## config.mk

```make
export PLATFORM = sky130hd
export DESIGN_NAME = stage_sequencer
export DESIGN_NICKNAME = d
export VERILOG_FILES = /design/src/rtl/stage_sequencer.sv
export SDC_FILE = /design/constraint.sdc
export NUM_CORES = 1
export LEC_CHECK = 0
export CAP_MARGIN = 20
export CORE_UTILIZATION = 58
export CTS_CLUSTER_DIAMETER = 60
export DETAILED_ROUTE_END_ITERATION = 8
export PLACE_DENSITY_LB_ADDON = 0.25
export SLEW_MARGIN = 20
export SYNTH_ARGS = -nofsm -noshare
export SYNTH_HDL_FRONTEND = slang
export SYNTH_SLANG_ARGS = --single-unit
```

## constraint.sdc

```tcl
create_clock -name clk -period 7.08 [get_ports clk]
set_clock_uncertainty 0.1 [all_clocks]
set_input_delay 0.708 -clock clk [delete_from_list [all_inputs] [get_ports clk]]
set_output_delay 0.708 -clock clk [all_outputs]
set_load 0.005 [all_outputs]
```

## src/rtl/stage_sequencer.sv

```systemverilog
// rtl/stage_sequencer.sv - one-hot stage sequencer with stall, flush, jump, skip, dwell counter and recovery
module stage_sequencer #(
   parameter int NUM_STAGES  = 5,
   parameter int RESET_STAGE = 0,
   parameter int CNT_WIDTH   = 8,
   parameter int IDX_WIDTH   = $clog2(NUM_STAGES)
) (
   input  logic                  clk,
   input  logic                  clear,
   input  logic                  advance,
   input  logic                  stall,
   input  logic                  flush,
   input  logic                  jump,
   input  logic [IDX_WIDTH-1:0]  jump_idx,
   input  logic [NUM_STAGES-1:0] skip_mask,
   output logic [NUM_STAGES-1:0] stage,
   output logic [IDX_WIDTH-1:0]  stage_idx,
   output logic [CNT_WIDTH-1:0]  stage_cycles,
   output logic                  wrapped,
   output logic                  err
);

   localparam int                  WW      = IDX_WIDTH + 1;
   localparam logic [IDX_WIDTH-1:0] RST_IDX = IDX_WIDTH'(RESET_STAGE);
   localparam logic [NUM_STAGES-1:0] ONE    = NUM_STAGES'(1);
   localparam logic [WW-1:0]       NUM_W   = WW'(NUM_STAGES);

   logic [NUM_STAGES-1:0] stage_q, stage_d;
   logic [IDX_WIDTH-1:0]  idx_q, idx_d;
   logic [CNT_WIDTH-1:0]  cnt_q, cnt_d, cnt_inc;
   logic                  wrapped_q, wrapped_d;
   logic                  err_q, err_d;
   logic                  one_hot;
   logic                  jump_oor;
   logic [IDX_WIDTH-1:0]  adv_idx;

   assign one_hot  = (stage_q != '0) && ((stage_q & (stage_q - ONE)) == '0);
   assign jump_oor = ({1'b0, jump_idx} >= NUM_W);
   assign cnt_inc  = (cnt_q == '1) ? cnt_q : cnt_q + CNT_WIDTH'(1);

   // Circular search for the next stage not bypassed; the reset stage is never bypassed.
   always_comb begin
      logic          found;
      logic [WW-1:0] cand_w;
      found   = 1'b0;
      adv_idx = idx_q;
      cand_w  = '0;
      for (int k = 1; k < NUM_STAGES; k++) begin
         cand_w = {1'b0, idx_q} + WW'(k);
         if (cand_w >= NUM_W) begin
            cand_w = cand_w - NUM_W;
         end
         if (!found && ((cand_w[IDX_WIDTH-1:0] == RST_IDX) ||
                        !skip_mask[cand_w[IDX_WIDTH-1:0]])) begin
            found   = 1'b1;
            adv_idx = cand_w[IDX_WIDTH-1:0];
         end
      end
   end

   // Prioritised next-state: recovery > flush > stall > jump > advance > hold.
   always_comb begin
      idx_d     = idx_q;
      cnt_d     = cnt_inc;
      wrapped_d = 1'b0;
      err_d     = 1'b0;
      if (!one_hot) begin
         idx_d = RST_IDX;
         cnt_d = '0;
         err_d = 1'b1;
      end else if (flush) begin
         idx_d = RST_IDX;
         cnt_d = '0;
      end else if (stall) begin
         idx_d = idx_q;
      end else if (jump) begin
         if (jump_oor) begin
            err_d = 1'b1;
         end else begin
            idx_d = jump_idx;
            cnt_d = '0;
         end
      end else if (advance) begin
         idx_d     = adv_idx;
         cnt_d     = '0;
         wrapped_d = (adv_idx <= idx_q);
      end
      stage_d        = '0;
      stage_d[idx_d] = 1'b1;
   end

   // State registers; stage vector and index are loaded from the same next index.
   always_ff @(posedge clk) begin
      if (clear) begin
         stage_q   <= ONE << RESET_STAGE;
         idx_q     <= RST_IDX;
         cnt_q     <= '0;
         wrapped_q <= 1'b0;
         err_q     <= 1'b0;
      end else begin
         stage_q   <= stage_d;
         idx_q     <= idx_d;
         cnt_q     <= cnt_d;
         wrapped_q <= wrapped_d;
         err_q     <= err_d;
      end
   end

   assign stage        = stage_q;
   assign stage_idx    = idx_q;
   assign stage_cycles = cnt_q;
   assign wrapped      = wrapped_q;
   assign err          = err_q;

endmodule

```

==> impl_metrics.py <==
metrics = {
    "sta": {
        "worstMarginPinSlew_ps": 655,
        "min_period_ps": 4490,
        "timing.fmax_mhz": 223,
        "tns_ps": 0,
        "setup_viol": 0,
        "post-route-period-util": 0.634,
        "slew-limit-headroom": 0.563,
        "final-hold-violation-count": 0,
        "final-max-slew-violation-count": 0,
        "layout_setup_ws_ps": 2590,
        "rsz0062_at_grt": "false",
    },
    "clock_network": {
        "post_cts_buffers": 0,
        "cts_made_buffers": 3,
        "insertion_delay_ps": 300,
        "cts_tree": "built",
        "root_buffer": "clkbuf_4",
        "ctsResizeCount": 0,
        "ctsHoldBuffers": 0,
        "cts.sinks": 18,
        "cts.path.max_buffers": 2,
        "h-tree-depth": 1,
        "clkTransAtPathRegs_ps": 90,
    },
    "critical_path": {
        "slowest_stage": "dfxtp_1",
        "crit_top_cell": "ha_1",
        "start_kind": "register",
        "cp_cell_sequence": "inv_1 > ha_1 > ha_1 > or3_1 > a211o_1 > a21boi_1 > or2_2 > o221ai_1 > a221oi_2 > ha_1 > a21o_1 > a21oi_1 > a31oi_1 > nor4_1",
        "worstSetupEndpointType": "register",
        "cp.required_ps": 7190,
        "critPathKind": "register to register",
        "crit_fanout": 14,
        "startpoint": "stage_idx[1]",
        "r2r_setup_slack_ps": 2590,
        "crit_arrival_ps": 4600,
        "r2r-end": "wrapped",
        "reg2reg_depth": 14,
        "r2r_start": "stage_idx[1]",
        "max_stage_delay_ps": 750,
    },
    "final_layout": {
        "fin_cells": 318,
        "drive_gt1_frac": 0.0876,
        "nets": 303,
        "layout_commonest_cell": "clkdlybuf4s50_1",
        "final_cell_mix": "30 x clkdlybuf4s50_1, 25 x nor2_1, 18 x nand2_1, 18 x dfxtp_1, 14 x a21oi_1",
        "final_area_um2": 2290,
        "seq_area_um2": 360,
        "multiInputGateArea_um2": 1500,
        "nFillCells": 245,
        "n_antenna_cell": 0,
        "synthToLayoutAreaGrowth_pct": 18.0,
    },
    "outcome": {
        "outcome": "complete, no violations",
    },
    "floorplan": {
        "fp.coreArea_um2": 3130,
        "io_pins": 32,
        "num_rows": 20,
        "die_x_um": 59.9,
        "fp.dieH_um": 59.9,
        "initial_utilization": 0.621,
        "die_area_um2": 3590,
    },
    "hold_path": {
        "hold_start": "stage_cycles[4]",
        "whs_endpoint": "stage_cycles[4]",
        "whs_path_depth": 2,
        "hold_path.class": "register to register",
    },
    "placed_design": {
        "dp_hpwl_um": 3520,
        "postPlaceCellArea_um2": 2270,
        "numPortBuffers": 30,
        "place_ws_ps": 2620,
        "place.gp.congestion": 0.930,
        "placed_cells": 315,
    },
    "route": {
        "drcViolationCount": 0,
        "routedWlPerCell_um": 14.8,
        "drtAntennaViolNets": 0,
        "wirelength_um": 4700,
        "drt-initial-drc-count": 151,
        "vias": 1987,
        "detail_route.first_pass.iterations": 4,
        "vias_per_cell": 6.25,
    },
    "synth": {
        "yosysTopAreaCell": "dfxtp_1",
        "ys_ff_latch": 18,
        "synth_area_leaders": "dfxtp_1 19%, ha_1 7.7%, nor2_1 4.8%, a21oi_1 3.6%, nand2_1 3.5%",
        "synth_cells": 248,
        "synth_nets": 275,
        "ys_seq_area_frac": 0.185,
        "synthArstFlopShare": 0,
        "synth_area_um2": 1940,
        "synth_top_area_share": 0.185,
        "yosysUniqueCellTypes": 68,
        "synth_edf_count": 0,
        "yosys_warnings": 0,
        "synth_flop_cell": "dfxtp_1",
        "synth.avg_cell_area_um2": 7.84,
    },
    "grt": {
        "grt_pass1_wl_um": 7870,
        "grt_max_degree": 28,
        "grt_remaining_overflow": 0,
        "first_global_vias": 1779,
        "grt_use_total": 0.286,
        "antenna_found_initial": 0,
    },
    "run": {
        "maxCapViolations": 0,
    },
    "power": {
        "power_leakage_nw": 0.875,
        "vdd_drop_max_v": 0.0000899,
        "p_per_area_nw_per_um2": 136,
    },
}
final cells by class:
cell class | count | share of cell area
clock buffer | 3 | 0.00983
tap | 44 | 0.0240
timing repair buffer | 31 | 0.134
multi-input combinational | 209 | 0.653
inverter | 13 | 0.0213
sequential | 18 | 0.157
power breakdown:
part / internal (W) / total, W / switching [W] / leakage, nW
Sequential: 0.000105 / 0.000110 / 0.00000518 / 0.146
Combinational: 0.0000682 / 0.000152 / 0.0000836 / 0.716
Clock: 0.0000199 / 0.0000498 / 0.0000300 / 0.0138
Total: 0.000193 / 0.000312 / 0.000119 / 0.875
routing by layer:
metal / global-route usage / wire length (um) / vias to the layer above
met5: 0 / 0 / -
li1: - / - / 979
met3: 0.0541 / 316 / 6
met1: 0.410 / 2280 / 935
met4: 0.0631 / 52 / 0
met2: 0.441 / 2050 / 67
cells by family after synthesis:
family	synth area share
multiplexers	0.0431
adder cells (fa/ha/maj)	0.0876
flip-flops	0.185
AO/OA/AOI/OAI	0.305
AND/OR/NAND/NOR	0.294
buffers and inverters	0.0438
XOR/XNOR	0.0406
how the worst max path moves through the flow:
stage,slack [ps],end
floorplan,3270,wrapped
global placement,2680,wrapped
global route,2240,wrapped
CTS,2580,wrapped
detailed placement,2620,wrapped
finish,2590,wrapped
worst max-delay path: cells and delay by family (launching register included):
| kind | cells | cell delay (ps) |
|---|---|---|
| buffers and inverters | 1 | 320 |
| flip-flops | 1 | 750 |
| adder cells (fa/ha/maj) | 3 | 1030 |
| AO/OA/AOI/OAI | 7 | 1420 |
| AND/OR/NAND/NOR | 3 | 780 |
registers in the layout, indices dropped and copies added (netlist names):
name	count
err	1
stage	5
stage_cycles	8
stage_idx	3
wrapped	1
synth_stat cells, drive strengths merged, types with 2 or more instances:
library cell and n:
xnor2 4, and3b 2, o21a 2, mux2 3, nor3 9, nand4 5, clkbuf 2, a211oi 6
a2bb2oi 2, or2b 2, inv 13, o21bai 2, nor2b 3, a21oi 15, and2 3, or3 2
o221ai 2, o41ai 2, nor4 2, nor3b 3, or2 2, a21o 5, a31oi 3, a211o 3
o311ai 2, nand3 5, mux2i 5, ha 12, and3 5, a2111oi 3, nand2b 9, xor2 5
o22ai 5, nor2 25, or3b 2, dfxtp 18, nand2 18, buf 6, o21ai 14
through the flow:
stage                     hold slack (ps)  total power (W)  utilization
after floorplan                       416         0.000222            -
after global placement                427         0.000259        0.726
after detailed placement              436         0.000262        0.726
after CTS                             458         0.000312        0.733
after global routing                  496         0.000338        0.733
final                                 453         0.000312        0.733
Note: power is estimated with default switching activity, not from simulation.
